$ cat src/rtl/fht_input_loader.sv
// fht_input_loader: streams a frame of N = 4*2^A_BIT samples into four FHT
// memory banks and then hands the frame over to the FHT control block.
//
// Handshake: a sample is taken on every rising edge where iVALID and oREADY
// are both high and iCLR is low; oREADY depends on the state only, never on
// iVALID, so the producer may hold iVALID high indefinitely.
//
// Optional feature: define FHT_LOADER_BIT_REV_EN to scatter samples in
// bit-reversed order (r = bitrev(k)); otherwise samples are stored in
// natural order (r = k). In both cases bank = r[1:0], address = r[msb:2].
//
// oSTATE is a debug view of the FSM state for checkers.

module fht_input_loader #(
    parameter int A_BIT = 8,
    parameter int D_BIT = 16
) (
    input  logic             iCLK,
    input  logic             iRESET,
    input  logic [D_BIT-1:0] iDATA,
    input  logic             iVALID,
    output logic             oREADY,
    input  logic             iCLR,
    input  logic             iFHT_RDY,
    output logic             oSTART,
    output logic [A_BIT-1:0] oADDR_WR,
    output logic [D_BIT-1:0] oDATA,
    output logic [3:0]       oWE,
    output logic             oBUSY,
    output logic [2:0]       oSTATE
);

    localparam int K_BIT = A_BIT + 2;
    localparam logic [K_BIT-1:0] K_LAST = '1;

    typedef enum logic [2:0] {
        S_IDLE      = 3'd0,
        S_LOAD      = 3'd1,
        S_START     = 3'd2,
        S_WAIT_ACK  = 3'd3,
        S_WAIT_DONE = 3'd4
    } state_t;

    state_t             state_q, state_d;
    logic [K_BIT-1:0]   k_q, k_d;
    logic [K_BIT-1:0]   r;
    logic               accept;
    logic               start_q, start_d;
    logic [3:0]         we_q, we_d;
    logic [A_BIT-1:0]   addr_q;
    logic [D_BIT-1:0]   data_q;

    assign oREADY = (state_q == S_LOAD);
    assign accept = iVALID && oREADY && !iCLR;

`ifdef FHT_LOADER_BIT_REV_EN
    // Storage index is the sample counter with its bits reversed
    always_comb begin
        r = '0;
        for (int i = 0; i < K_BIT; i++) begin
            r[i] = k_q[K_BIT-1-i];
        end
    end
`else
    assign r = k_q;
`endif

    // Write strobe for the sample accepted this cycle (one-hot bank select)
    always_comb begin
        we_d = 4'b0000;
        if (accept) begin
            we_d = 4'b0001 << r[1:0];
        end
    end

    // Next-state logic; iCLR wins over everything, including acceptance
    always_comb begin
        state_d = state_q;
        k_d     = k_q;
        start_d = 1'b0;
        if (iCLR) begin
            state_d = S_IDLE;
            k_d     = '0;
        end else begin
            case (state_q)
                S_IDLE: begin
                    if (iFHT_RDY) state_d = S_LOAD;
                end
                S_LOAD: begin
                    if (accept) begin
                        if (k_q == K_LAST) begin
                            k_d     = '0;
                            state_d = S_START;
                            start_d = 1'b1;
                        end else begin
                            k_d = k_q + 1'b1;
                        end
                    end
                end
                S_START: begin
                    state_d = S_WAIT_ACK;
                end
                S_WAIT_ACK: begin
                    if (!iFHT_RDY) state_d = S_WAIT_DONE;
                end
                S_WAIT_DONE: begin
                    if (iFHT_RDY) state_d = S_IDLE;
                end
                default: begin
                    state_d = S_IDLE;
                end
            endcase
        end
    end

    // State, counter and registered outputs; the last write lands with oSTART
    always_ff @(posedge iCLK or negedge iRESET) begin
        if (!iRESET) begin
            state_q <= S_IDLE;
            k_q     <= '0;
            start_q <= 1'b0;
            we_q    <= 4'b0000;
            addr_q  <= '0;
            data_q  <= '0;
        end else begin
            state_q <= state_d;
            k_q     <= k_d;
            start_q <= start_d;
            we_q    <= we_d;
            if (accept) begin
                addr_q <= r[K_BIT-1:2];
                data_q <= iDATA;
            end
        end
    end

    assign oSTART   = start_q;
    assign oWE      = we_q;
    assign oADDR_WR = addr_q;
    assign oDATA    = data_q;
    assign oBUSY    = (state_q != S_IDLE);
    assign oSTATE   = state_q;

endmodule
$ cat config.mk
export PLATFORM = sky130hd
export DESIGN_NAME = fht_input_loader
export DESIGN_NICKNAME = d
export VERILOG_FILES = /design/src/rtl/fht_input_loader.sv
export SDC_FILE = /design/constraint.sdc
export NUM_CORES = 1
export LEC_CHECK = 0
export BUFFER_PORTS_ARGS = -buffer_cell sky130_fd_sc_hd__buf_2
export CORE_UTILIZATION = 50
export DETAILED_ROUTE_END_ITERATION = 8
export PLACE_DENSITY = 0.78
export SLEW_MARGIN = 20
export SYNTH_ARGS = -nofsm -noshare
export SYNTH_HDL_FRONTEND = slang
export SYNTH_SLANG_ARGS = --single-unit
export TNS_END_PERCENT = 50
$ cat constraint.sdc
create_clock -name iCLK -period 1.8 [get_ports iCLK]
set_clock_uncertainty 0.1 [all_clocks]
set_input_delay 0.36 -clock iCLK [delete_from_list [all_inputs] [get_ports iCLK]]
set_output_delay 0.36 -clock iCLK [all_outputs]
set_load 0.02 [all_outputs]
==> After elaboration in Yosys (flattened, before gate mapping) <==
Cells that the tools add are included.
{ "word_totals": {"register_bits": 42, "input_bits": 21, "output_inout_bits": 34} }
{ "op_classes": {"n_addsub": 1, "n_eq_ne": 10, "shifts": 1, "mux": 16, "reduce_logical": 9} }
{ "ops": {"columns": ["op", "n"], "rows": [
  ["$mux 10", 4],
  ["$mux 3", 6],
  ["$pmux 3 s5", 1],
  ["$add 10x1->10 const B", 1],
  ["$eq 10x10->1 const B", 1],
  ["$ne 3x3->1 const B", 3],
  ["$eq 3x2->1 const B", 2],
  ["$ne 3x1->1 const B", 2],
  ["$reduce_and 5->1", 1],
  ["$mux 1", 4],
  ["$mux 4", 1],
  ["$reduce_bool 2->1", 2],
  ["$shl 1x2->4 const A", 1],
  ["$eq 3x1->1 const B", 1],
  ["$eq 3x3->1 const B", 1],
  ["$logic_not 3->1", 1],
  ["$reduce_bool 3->1", 1],
  ["$logic_and 1x1->1", 2],
  ["$reduce_and 2->1", 1],
  ["$logic_not 1->1", 1]
]} }

==> Logic depth before layout (Yosys ltp) <==
Gate-level depths: netlist (run 1).
{ "depth": {"depth_word": 6, "mapped_depth": 5} }

==> Least setup slack after synthesis (run 1) <==
OpenSTA, ideal clock, no wires.
{ "synth_path": {"path_kind": "flip-flop to flip-flop", "start": "register state_q[2] (netlist: oSTATE[2])", "end": "register data_q[10] (netlist: oDATA[10])", "setup_time_ns": 0.125, "arrival_time_ns": 1.553, "path_slack_ns": 0.022, "stages_incl_launch_ff": 6, "path_buffers": 2, "period_less_slack_ns": 1.778, "path_cell_list": "dfrtp_1 nand4bb_1 buf_4 nor2_8 buf_4 mux2_2"} }
{ "synth_between": {"elab_chain_len": 3} }
{ "synth_rtl": {"columns": ["item", "line", "rtl"], "rows": [
  ["start: declaration", "44", "state_t state_q, state_d;"],
  ["start signal: assignment", "126", "state_q <= state_d;"],
  ["$eq 3x1->1", "53", "assign oREADY = (state_q == S_LOAD);"],
  ["$logic_and 1x1->1 (2 in a row)", "54", "assign accept = iVALID && oREADY && !iCLR;"],
  ["end signal: assignment", "132", "data_q <= iDATA;"],
  ["end: declaration", "51", "logic [D_BIT-1:0] data_q;"]
]} }
Every way passes these cells.
A chain may end at the register's enable or synchronous reset.

==> Worst setup path in the final report (run 1) <==
{ "layout_path": {"start": "register state_q[1] (netlist: oSTATE[1])", "end": "output port oBUSY"} }
{ "layout_between": {"elab_chain_len": 1} }
{ "layout_rtl": {"columns": ["item", "line", "rtl"], "rows": [
  ["$reduce_bool 3->1", "141", "assign oBUSY = (state_q != S_IDLE);"],
  ["end: declaration", "29", "output logic oBUSY,"]
]} }
Every way passes these cells.

==> results.py, run 1 <==
metrics = {
    "synth": {
        "syn_area_um2": 1820,
        "synth_xor_xnor_area_share_pct": 1.93,
        "synth_top_family_by_area": "multiplexers",
        "ys_warn_count": 0,
        "post_synth_num_cell_types": 33,
        "avgSynthCellArea_um2": 12.9,
        "synthMuxAreaShare_pct": 15.5,
        "synth_top_area_cell": "dfrtp_1",
        "synth_area_leaders": "dfrtp_1, mux2_2, ha_1",
        "synthSimpleGateAreaFrac_pct": 14.7,
        "ys_ff_latch": 42,
        "netlist_instances": 141,
        "ys_seq_area_share_pct": 57.9,
        "synth_fa_ha_area_share_pct": 2.75,
        "yosysTopAreaCellShare_pct": 57.9,
        "synth-compound-area-share_pct": 4.48,
        "synth_nets": 166,
    },
    "cts": {
        "cts_buffer_depth": 2,
        "cts_made_buffers": 5,
        "cts.clk_slew.worst_paths_ns": 0.10,
        "cts_max_level": 2,
        "cts_tree": "built",
        "clk_latency_ns": 0.35,
        "cts_root_buffer": "clkbuf_4",
        "cts_sinks": 42,
    },
    "placed_design": {
        "io_buffers": 54,
        "place_ws_ns": -0.0412,
        "dpl_cell_area_um2": 2160,
        "hpwl_um": 2480,
        "gp_congestion": 0.785,
        "place_inst": 242,
    },
    "pwr": {
        "cellPowerDensity_nw_per_um2": 847,
        "intPower_mw": 1.51,
        "power_frac_seq_pct": 52.0,
        "switching_share_pct": 27.5,
        "p_comb_share_pct": 20.2,
        "p_clk_share_pct": 27.8,
        "power_mw": 2.08,
        "ir_drop_mv": 0.683,
        "p_sw_mw": 0.573,
        "power.leakage_nw": 1.19,
    },
    "finish": {
        "syn2layout_area_growth_pct": 35.4,
        "antennaDiodeCount": 0,
        "fin_cells": 261,
        "final_area_um2": 2460,
        "finish.utilization_pct": 72.0,
        "nets": 239,
        "drive_gt1_share_pct": 54.9,
    },
    "drt": {
        "avgRoutedWirePerCell_um": 15.7,
        "via_per_inst": 5.47,
        "routed_wl_um": 4090,
        "drt-initial-drc-count": 46,
        "via_count": 1428,
        "dr.pass1.iters": 4,
        "detail-route-antenna-nets": 0,
        "post-route-drc-count": 0,
    },
    "timing": {
        "rsz0062_at_grt": "yes",
        "slew_headroom_pct": 69.3,
        "slew_violations": 0,
        "report.final.hold_viol_count": 0,
        "fmax_mhz": 544,
        "setup_violations": 3,
        "holdWs_ns": 0.104,
        "max_slew.worst_pin.slew_ns": 0.460,
        "finalWorstSetupSlack_ns": -0.0391,
        "finalSetupTns_ns": -0.0816,
        "layout_min_cycle_time_ns": 1.84,
        "min_period_over_period_pct": 102,
    },
    "global_routing": {
        "grt_first_pass_wirelength_um": 6200,
        "grt_antenna_before_repair": 0,
        "grt_max_degree": 22,
        "grtUsageTotal_pct": 21.0,
        "grt_pass1_vias": 1354,
        "gr-total-overflow": 0,
    },
    "setup_path": {
        "path_cells": "buf_6, or3_4, buf_6",
        "worstPathArrival_ns": 1.38,
        "regToRegEndpoint": "k_q[7]$_DFFE_PN0P_",
        "cp_data_required_time_ns": 1.34,
        "crit_top_cell": "buf_6",
        "crit_path_start_kind": "flip-flop",
        "crit_path_end_kind": "output pin",
        "path_delay_family": "flip-flops",
        "r2r_slack_ns": -0.03,
        "worst-path-buf-inv": 2,
        "r2r-start": "oSTATE[1]$_DFFE_PN0P_",
        "critPathMaxFanout": 2,
        "slowest_delay_ns": 0.42,
        "path_class": "flip-flop to output pin",
        "slowest_stage": "dfrtp_1",
        "ff2ff_path_depth": 6,
        "crit_path_start": "oSTATE[1]$_DFFE_PN0P_",
    },
    "floorplanning": {
        "die_area_um2": 3880,
        "core_area_um2": 3420,
        "die_w_um": 62.3,
        "pin_count": 55,
        "start_util_pct": 53.2,
        "rows": 21,
        "die_y_um": 62.3,
    },
    "run_status": {
        "violations": "setup timing",
        "run_status": "finished, violations left",
    },
    "min_path": {
        "min_to": "oSTATE[2]$_DFFE_PN0P_",
        "hp-class": "input port to flip-flop",
        "hp-start": "iFHT_RDY",
        "hold_depth": 2,
    },
    "flow_run": {
        "maxCapViolations": 0,
    },
}
power groups by stage:
stage,Combinational (mW),Sequential [mW],Clock [mW]
floorplan,0.122,1.21,0
global placement,0.382,1.09,0
detailed placement,0.392,1.10,0
CTS,0.405,1.08,0.601
global route,0.447,1.10,0.628
finish,0.420,1.08,0.579
worst register-to-register path: stages (launching register included):
cell	delay (ns)
dfrtp_1	0.42
buf_4	0.16
nand4bb_4	0.31
buf_6	0.20
nor4_4	0.30
a21oi_1	0.12
a21oi_1	0.15
worst max-delay path by stage:
stage / end / slack (ns) / cells after the start
final: oBUSY / -0.04 / 3
after global routing: k_q[7]$_DFFE_PN0P_ / -0.12 / 6
after CTS: oBUSY / -0.03 / 3
after detailed placement: oSTATE[1]$_DFFE_PN0P_ / -0.04 / 5
after global placement: oSTATE[1]$_DFFE_PN0P_ / 0.03 / 5
after floorplan: oDATA[10]$_DFFE_PN0P_ / 0.02 / 5
cells in the mapped netlist (all sizes together):
cell type,instances
or3,3
nor2,7
o21ai,2
ha,4
o211ai,1
xor2,4
nand4bb,1
nor4bb,1
a21oi,7
a21boi,2
nor3,2
or2,1
and3,1
nor4,2
o21a,1
a31oi,1
nand2,7
buf,5
nor4b,1
clkbuf,1
inv,3
nor3b,1
nand3,7
and4,2
nand4,3
dfrtp,42
and2,4
mux2,25
sequential cells by signal (all words and copies together) (netlist names):
signal,flops
k_q,10
oSTATE,3
oADDR_WR,8
oWE,4
oDATA,16
oSTART,1
layer usage:
metal	GRT usage (%)	vias to the layer above	routed length, um
met4	8.14	0	87
li1	-	651	-
met1	22.9	705	1560
met3	6.07	10	231
met2	38.3	62	2210
met5	0	-	0
cells by family (layout without fill, tap and decap cells):
family | after synthesis | in the layout
xor gates and xnor gates | 4 | 4
buffers and inverters | 9 | 82
AOI/OAI and AO/OA | 14 | 14
muxes | 25 | 25
DFF | 42 | 42
adders and majority gates | 4 | 4
and+or+nand+nor | 43 | 44
final cells by class:
cell class / instances / area (um^2)
Multi-Input combinational cell: 91 / 816
Clock inverter: 2 / 37.5
Inverter: 3 / 11.3
Sequential cell: 42 / 1050
Tap cell: 46 / 57.6
Clock buffer: 6 / 41.3
Fill cell: 241 / 956
Timing Repair Buffer: 71 / 442
layout by cell type, fill, tap and decap left out, types with 5 or more instances in the layout:
cell      instances
mux2_2           25
dfrtp_1          39
a21oi_1           7
clkbuf_4          5
buf_6             5
nand2_1           7
nand3_1           6
nor2_1            6
buf_2            52
buf_4            11
what timing repair did:
item | in CTS | in global routing
hold endpoints to repair | 19 | 0
endpoints found under the setup margin | 3 | 19
gates cloned | 1 | 0
buffers inserted | 3 | 6
pin swaps | 3 | 9
resized for setup | 13 | 12
hold buffers | 1 | 0
Power figures use the tool's default switching activity.
==> run 2, diff against run 1 <==
--- a/config.mk
+++ b/config.mk
@@ -9,6 +9,7 @@
 export CORE_UTILIZATION = 50
 export DETAILED_ROUTE_END_ITERATION = 8
 export PLACE_DENSITY = 0.78
+export SKIP_CTS_REPAIR_TIMING = 1
 export SLEW_MARGIN = 20
 export SYNTH_ARGS = -nofsm -noshare
 export SYNTH_HDL_FRONTEND = slang
==> run 2 against run 1 <==
The run still ends with setup timing left. Register-to-register slack improved by 0.03 ns. Sequential share of layout area rose by 2.0 points. Clock-buffer cell count unchanged.
==> results.py, run 2 (synthesized netlist as in run 1, its figures left out) <==
metrics = {
    "cts": {
        "cts_tree": "built",
        "cts_root_buffer": "clkbuf_4",
        "cts_buffer_depth": 2,
        "cts.clk_slew.worst_paths_ns": 0.10,
        "clk_latency_ns": 0.35,
        "cts_max_level": 2,
        "cts_made_buffers": 5,
        "cts_sinks": 42,
    },
    "setup_path": {
        "path_cells": "buf_6, or3_4, buf_6",
        "r2r_slack_ns": 0,
        "worstPathArrival_ns": 1.39,
        "regToRegEndpoint": "oDATA[1]$_DFFE_PN0P_",
        "crit_path_start_kind": "flip-flop",
        "slowest_delay_ns": 0.42,
        "crit_top_cell": "buf_6",
        "critPathMaxFanout": 4,
        "crit_path_end_kind": "output pin",
        "ff2ff_path_depth": 3,
        "path_class": "flip-flop to output pin",
        "cp_data_required_time_ns": 1.34,
        "r2r-start": "oSTATE[2]$_DFFE_PN0P_",
        "slowest_stage": "dfrtp_1",
    },
    "timing": {
        "max_slew.worst_pin.slew_ns": 0.450,
        "setup_violations": 3,
        "report.final.hold_viol_count": 0,
        "slew_headroom_pct": 70.0,
        "layout_min_cycle_time_ns": 1.85,
        "finalSetupTns_ns": -0.0660,
        "rsz0062_at_grt": "yes",
        "fmax_mhz": 540,
        "finalWorstSetupSlack_ns": -0.0526,
        "min_period_over_period_pct": 103,
        "slew_violations": 0,
    },
    "floorplanning": {
        "start_util_pct": 53.2,
        "rows": 21,
        "die_y_um": 62.3,
        "die_area_um2": 3880,
        "pin_count": 55,
        "die_w_um": 62.3,
        "core_area_um2": 3420,
    },
    "min_path": {
        "hp-class": "input port to flip-flop",
        "hold_depth": 2,
        "hp-start": "iFHT_RDY",
        "min_to": "oSTATE[2]$_DFFE_PN0P_",
    },
    "drt": {
        "post-route-drc-count": 0,
        "avgRoutedWirePerCell_um": 14.1,
        "via_per_inst": 5.32,
        "via_count": 1366,
        "routed_wl_um": 3620,
        "drt-initial-drc-count": 59,
        "detail-route-antenna-nets": 0,
        "dr.pass1.iters": 4,
    },
    "finish": {
        "final_common_cell": "buf_2",
        "largest_reg_flops": 16,
        "num-fill-cells": 259,
        "final_cell_mix": "buf_2, dfrtp_1, mux2_2, buf_4",
        "multi_input_comb_area_um2": 759,
        "syn2layout_area_growth_pct": 29.2,
        "drive_gt1_share_pct": 52.1,
        "fin_cells": 257,
        "nets": 235,
        "layout.area.seq_um2": 1050,
        "antennaDiodeCount": 0,
    },
    "run_status": {
        "violations": "setup timing",
        "run_status": "finished, violations left",
    },
    "pwr": {
        "switching_share_pct": 27.5,
        "power_frac_seq_pct": 52.4,
        "p_comb_share_pct": 19.4,
        "p_clk_share_pct": 28.2,
        "p_sw_mw": 0.567,
        "intPower_mw": 1.50,
        "cellPowerDensity_nw_per_um2": 879,
        "power.leakage_nw": 1.16,
        "ir_drop_mv": 0.681,
    },
    "global_routing": {
        "grtUsageTotal_pct": 19.2,
        "grt_pass1_vias": 1317,
        "grt_max_degree": 26,
        "grt_antenna_before_repair": 0,
        "gr-total-overflow": 0,
        "grt_first_pass_wirelength_um": 5700,
    },
    "flow_run": {
        "maxCapViolations": 0,
    },
    "placed_design": {
        "hpwl_um": 2480,
        "io_buffers": 54,
        "place_inst": 242,
        "gp_congestion": 0.785,
        "place_ws_ns": -0.0412,
    },
}
[run 2: worst max path at each step]
stage	cells past startpoint	slack, ns	from	to
2_1_floorplan	5	0.02	oSTATE[2]$_DFFE_PN0P_	oDATA[10]$_DFFE_PN0P_
3_3_place_gp	5	0.03	k_q[0]$_DFFE_PN0P_	oSTATE[1]$_DFFE_PN0P_
3_5_place_dp	5	-0.04	k_q[1]$_DFFE_PN0P_	oSTATE[1]$_DFFE_PN0P_
4_1_cts	3	-0.18	oSTATE[1]$_DFFE_PN0P_	oBUSY
5_1_grt	3	-0.08	oSTATE[2]$_DFFE_PN0P_	oBUSY
6_report	3	-0.05	oSTATE[2]$_DFFE_PN0P_	oBUSY
[run 2: metal layers]
layer	vias up	global-route usage (%)	routed length, um
met1	676	20.6	1420
li1	637	-	-
met2	45	34.1	1930
met3	8	6.07	195
met5	-	0	0
met4	0	9.30	77
[run 2: critical path: cells and delay by family (launching register included)]
family | cells | cell delay [ns]
buffers and inverters | 2 | 0.27
flip-flops | 1 | 0.42
AND/OR/NAND/NOR | 1 | 0.36
[run 2: layout make-up]
| cell class | instances | share of cell area (%) |
|---|---|---|
| flip-flops and latches | 42 | 44.9 |
| multi-input cells | 91 | 32.4 |
| repair buffers | 67 | 16.5 |
| well taps | 46 | 2.45 |
| clock buffers | 6 | 1.76 |
| clock inverters | 2 | 1.60 |
| inverters | 3 | 0.480 |
[run 2: power by group through the flow]
stage               Clock (mW)  Sequential, mW  Combinational [mW]
floorplan                    0            1.21               0.122
global placement             0            1.09               0.382
detailed placement           0            1.10               0.392
CTS                      0.601            1.08               0.393
global route             0.631            1.09               0.427
finish                   0.581            1.08               0.400
[run 2: through the flow]
| step | hold WS, ns | utilization, % | area [um^2] | total power [mW] |
|---|---|---|---|---|
| 2_1_floorplan | -0.0356 | - | 1820 | 1.33 |
| 3_3_place_gp | 0.217 | 63.2 | 2160 | 1.47 |
| 3_5_place_dp | 0.235 | 63.2 | 2160 | 1.49 |
| 4_1_cts | -0.164 | 65.5 | 2240 | 2.08 |
| 5_1_grt | 0.0943 | 68.7 | 2350 | 2.15 |
| 6_report | 0.102 | 68.7 | 2350 | 2.06 |
==> run 3, diff against run 2 <==
--- a/config.mk
+++ b/config.mk
@@ -6,9 +6,8 @@
 export NUM_CORES = 1
 export LEC_CHECK = 0
 export BUFFER_PORTS_ARGS = -buffer_cell sky130_fd_sc_hd__buf_2
-export CORE_UTILIZATION = 50
+export CORE_UTILIZATION = 40
 export DETAILED_ROUTE_END_ITERATION = 8
-export PLACE_DENSITY = 0.78
 export SKIP_CTS_REPAIR_TIMING = 1
 export SLEW_MARGIN = 20
 export SYNTH_ARGS = -nofsm -noshare
==> run 3 against run 2 <==
The run still ends with setup timing left. Utilization decreased by 14 points. Register-to-register slack improved by 0.04 ns. Clock power increased by 27%. Via count decreased by 1.6%. Setup slack improved by 0.035 ns. Combinational power about the same. Power increased by 7.6%. Global-route usage decreased by 2.9 points. Sequential cell count unchanged. Non-clock buffer count increased by 2. Maximum frequency increased by 1.9%. Critical path type unchanged.
==> results.py, run 3 (synthesized netlist as in run 1, its figures left out) <==
metrics = {
    "finish": {
        "layout.area.seq_um2": 1050,
        "multi_input_comb_area_um2": 738,
        "nets": 236,
        "drive_gt1_share_pct": 51.9,
        "largest_reg_flops": 16,
        "syn2layout_area_growth_pct": 31.3,
        "final_common_cell": "buf_2",
        "final_area_um2": 2390,
        "num-fill-cells": 360,
        "finish.utilization_pct": 54.8,
        "antennaDiodeCount": 0,
        "final_cell_mix": "buf_2, dfrtp_1, mux2_2, buf_4",
    },
    "drt": {
        "routed_wl_um": 3670,
        "via_count": 1344,
        "detail-route-antenna-nets": 0,
        "drt-initial-drc-count": 45,
        "post-route-drc-count": 0,
        "via_per_inst": 5.09,
        "dr.pass1.iters": 4,
        "avgRoutedWirePerCell_um": 13.9,
    },
    "cts": {
        "cts_root_buffer": "clkbuf_8",
        "clk_latency_ns": 0.30,
        "cts.clk_slew.worst_paths_ns": 0.08,
        "cts_tree": "built",
        "cts_sinks": 42,
        "cts_buffer_depth": 2,
        "cts_max_level": 2,
        "cts_made_buffers": 5,
    },
    "timing": {
        "slew_headroom_pct": 65.8,
        "rsz0062_at_grt": "yes",
        "max_slew.worst_pin.slew_ns": 0.513,
        "finalWorstSetupSlack_ns": -0.0177,
        "setup_violations": 1,
        "slew_violations": 0,
        "holdWs_ns": 0.0170,
        "report.final.hold_viol_count": 0,
        "layout_min_cycle_time_ns": 1.82,
        "fmax_mhz": 550,
        "min_period_over_period_pct": 101,
    },
    "setup_path": {
        "cp_data_required_time_ns": 1.34,
        "critPathMaxFanout": 6,
        "ff2ff_path_depth": 6,
        "worstPathArrival_ns": 1.36,
        "regToRegEndpoint": "k_q[9]$_DFFE_PN0P_",
        "crit_path_end_kind": "output pin",
        "r2r_slack_ns": 0.04,
        "r2r-start": "oSTATE[2]$_DFFE_PN0P_",
        "crit_path_start_kind": "flip-flop",
        "path_class": "flip-flop to output pin",
    },
    "pwr": {
        "cellPowerDensity_nw_per_um2": 931,
        "ir_drop_mv": 0.651,
        "power.leakage_nw": 1.19,
    },
    "floorplanning": {
        "pin_count": 55,
        "rows": 24,
        "start_util_pct": 41.7,
        "die_y_um": 69.4,
        "die_w_um": 69.4,
        "core_area_um2": 4350,
        "die_area_um2": 4820,
    },
    "global_routing": {
        "grt_pass1_vias": 1274,
        "gr-total-overflow": 0,
        "grt_first_pass_wirelength_um": 6070,
        "grt_max_degree": 43,
        "grtUsageTotal_pct": 16.3,
        "grt_antenna_before_repair": 0,
    },
    "placed_design": {
        "dpl_cell_area_um2": 2200,
        "gp_congestion": 0.805,
        "hpwl_um": 2510,
        "io_buffers": 54,
    },
    "min_path": {
        "hp-class": "input port to asynchronous set/reset pin",
    },
    "flow_run": {
        "maxCapViolations": 0,
    },
    "run_status": {
        "violations": "setup timing",
        "run_status": "finished, violations left",
    },
}
[run 3: worst max path at each step]
| stage | from | to | slack, ns | cells past startpoint |
|---|---|---|---|---|
| floorplan | oSTATE[2]$_DFFE_PN0P_ | oDATA[10]$_DFFE_PN0P_ | 0.02 | 5 |
| global placement | k_q[1]$_DFFE_PN0P_ | oSTATE[1]$_DFFE_PN0P_ | -0.07 | 5 |
| detailed placement | k_q[1]$_DFFE_PN0P_ | oSTATE[1]$_DFFE_PN0P_ | -0.09 | 5 |
| CTS | oSTATE[1]$_DFFE_PN0P_ | oBUSY | -0.12 | 3 |
| global route | oSTATE[2]$_DFFE_PN0P_ | k_q[5]$_DFFE_PN0P_ | -0.09 | 5 |
| finish | oSTATE[2]$_DFFE_PN0P_ | oBUSY | -0.02 | 3 |
[run 3: cell type report]
| type | count | share of cell area, % |
|---|---|---|
| clock buffers | 6 | 3.04 |
| clock inverters | 2 | 1.57 |
| inverters | 3 | 0.472 |
| multi-input cells | 90 | 30.9 |
| flip-flops and latches | 42 | 44.1 |
| well taps | 52 | 2.73 |
| repair buffers | 69 | 17.1 |
[run 3: stage by stage]
stage	std cells	setup TNS, ns	setup slack (ns)	total power [mW]
after detailed placement	251	-0.168	-0.0926	1.50
final	264	-0.0177	-0.0177	2.22
after floorplan	141	0	0.0219	1.33
after global placement	251	-0.130	-0.0699	1.48
after global routing	264	-0.203	-0.0869	2.33
after CTS	259	-0.323	-0.117	2.23
[run 3: per-layer routing]
layer | track usage, % | up-vias | wire length (um)
met1 | 20.3 | 672 | 1590
met5 | 0 | - | 0
met4 | 6.12 | 0 | 55
met2 | 26.0 | 31 | 1830
met3 | 5.81 | 5 | 190
li1 | - | 636 | -
[run 3: report_power, final]
group          internal [mW]  total (mW)  leakage [nW]  switching, mW
sequential              1.03        1.08         0.550         0.0454
combinational          0.171       0.402         0.584          0.231
clock                  0.414       0.739        0.0514          0.326
[run 3: worst max-delay path, stage by stage, from the launching register on]
cell     delay [ns]
dfrtp_1        0.41
buf_6          0.14
or3_4          0.36
buf_6          0.14
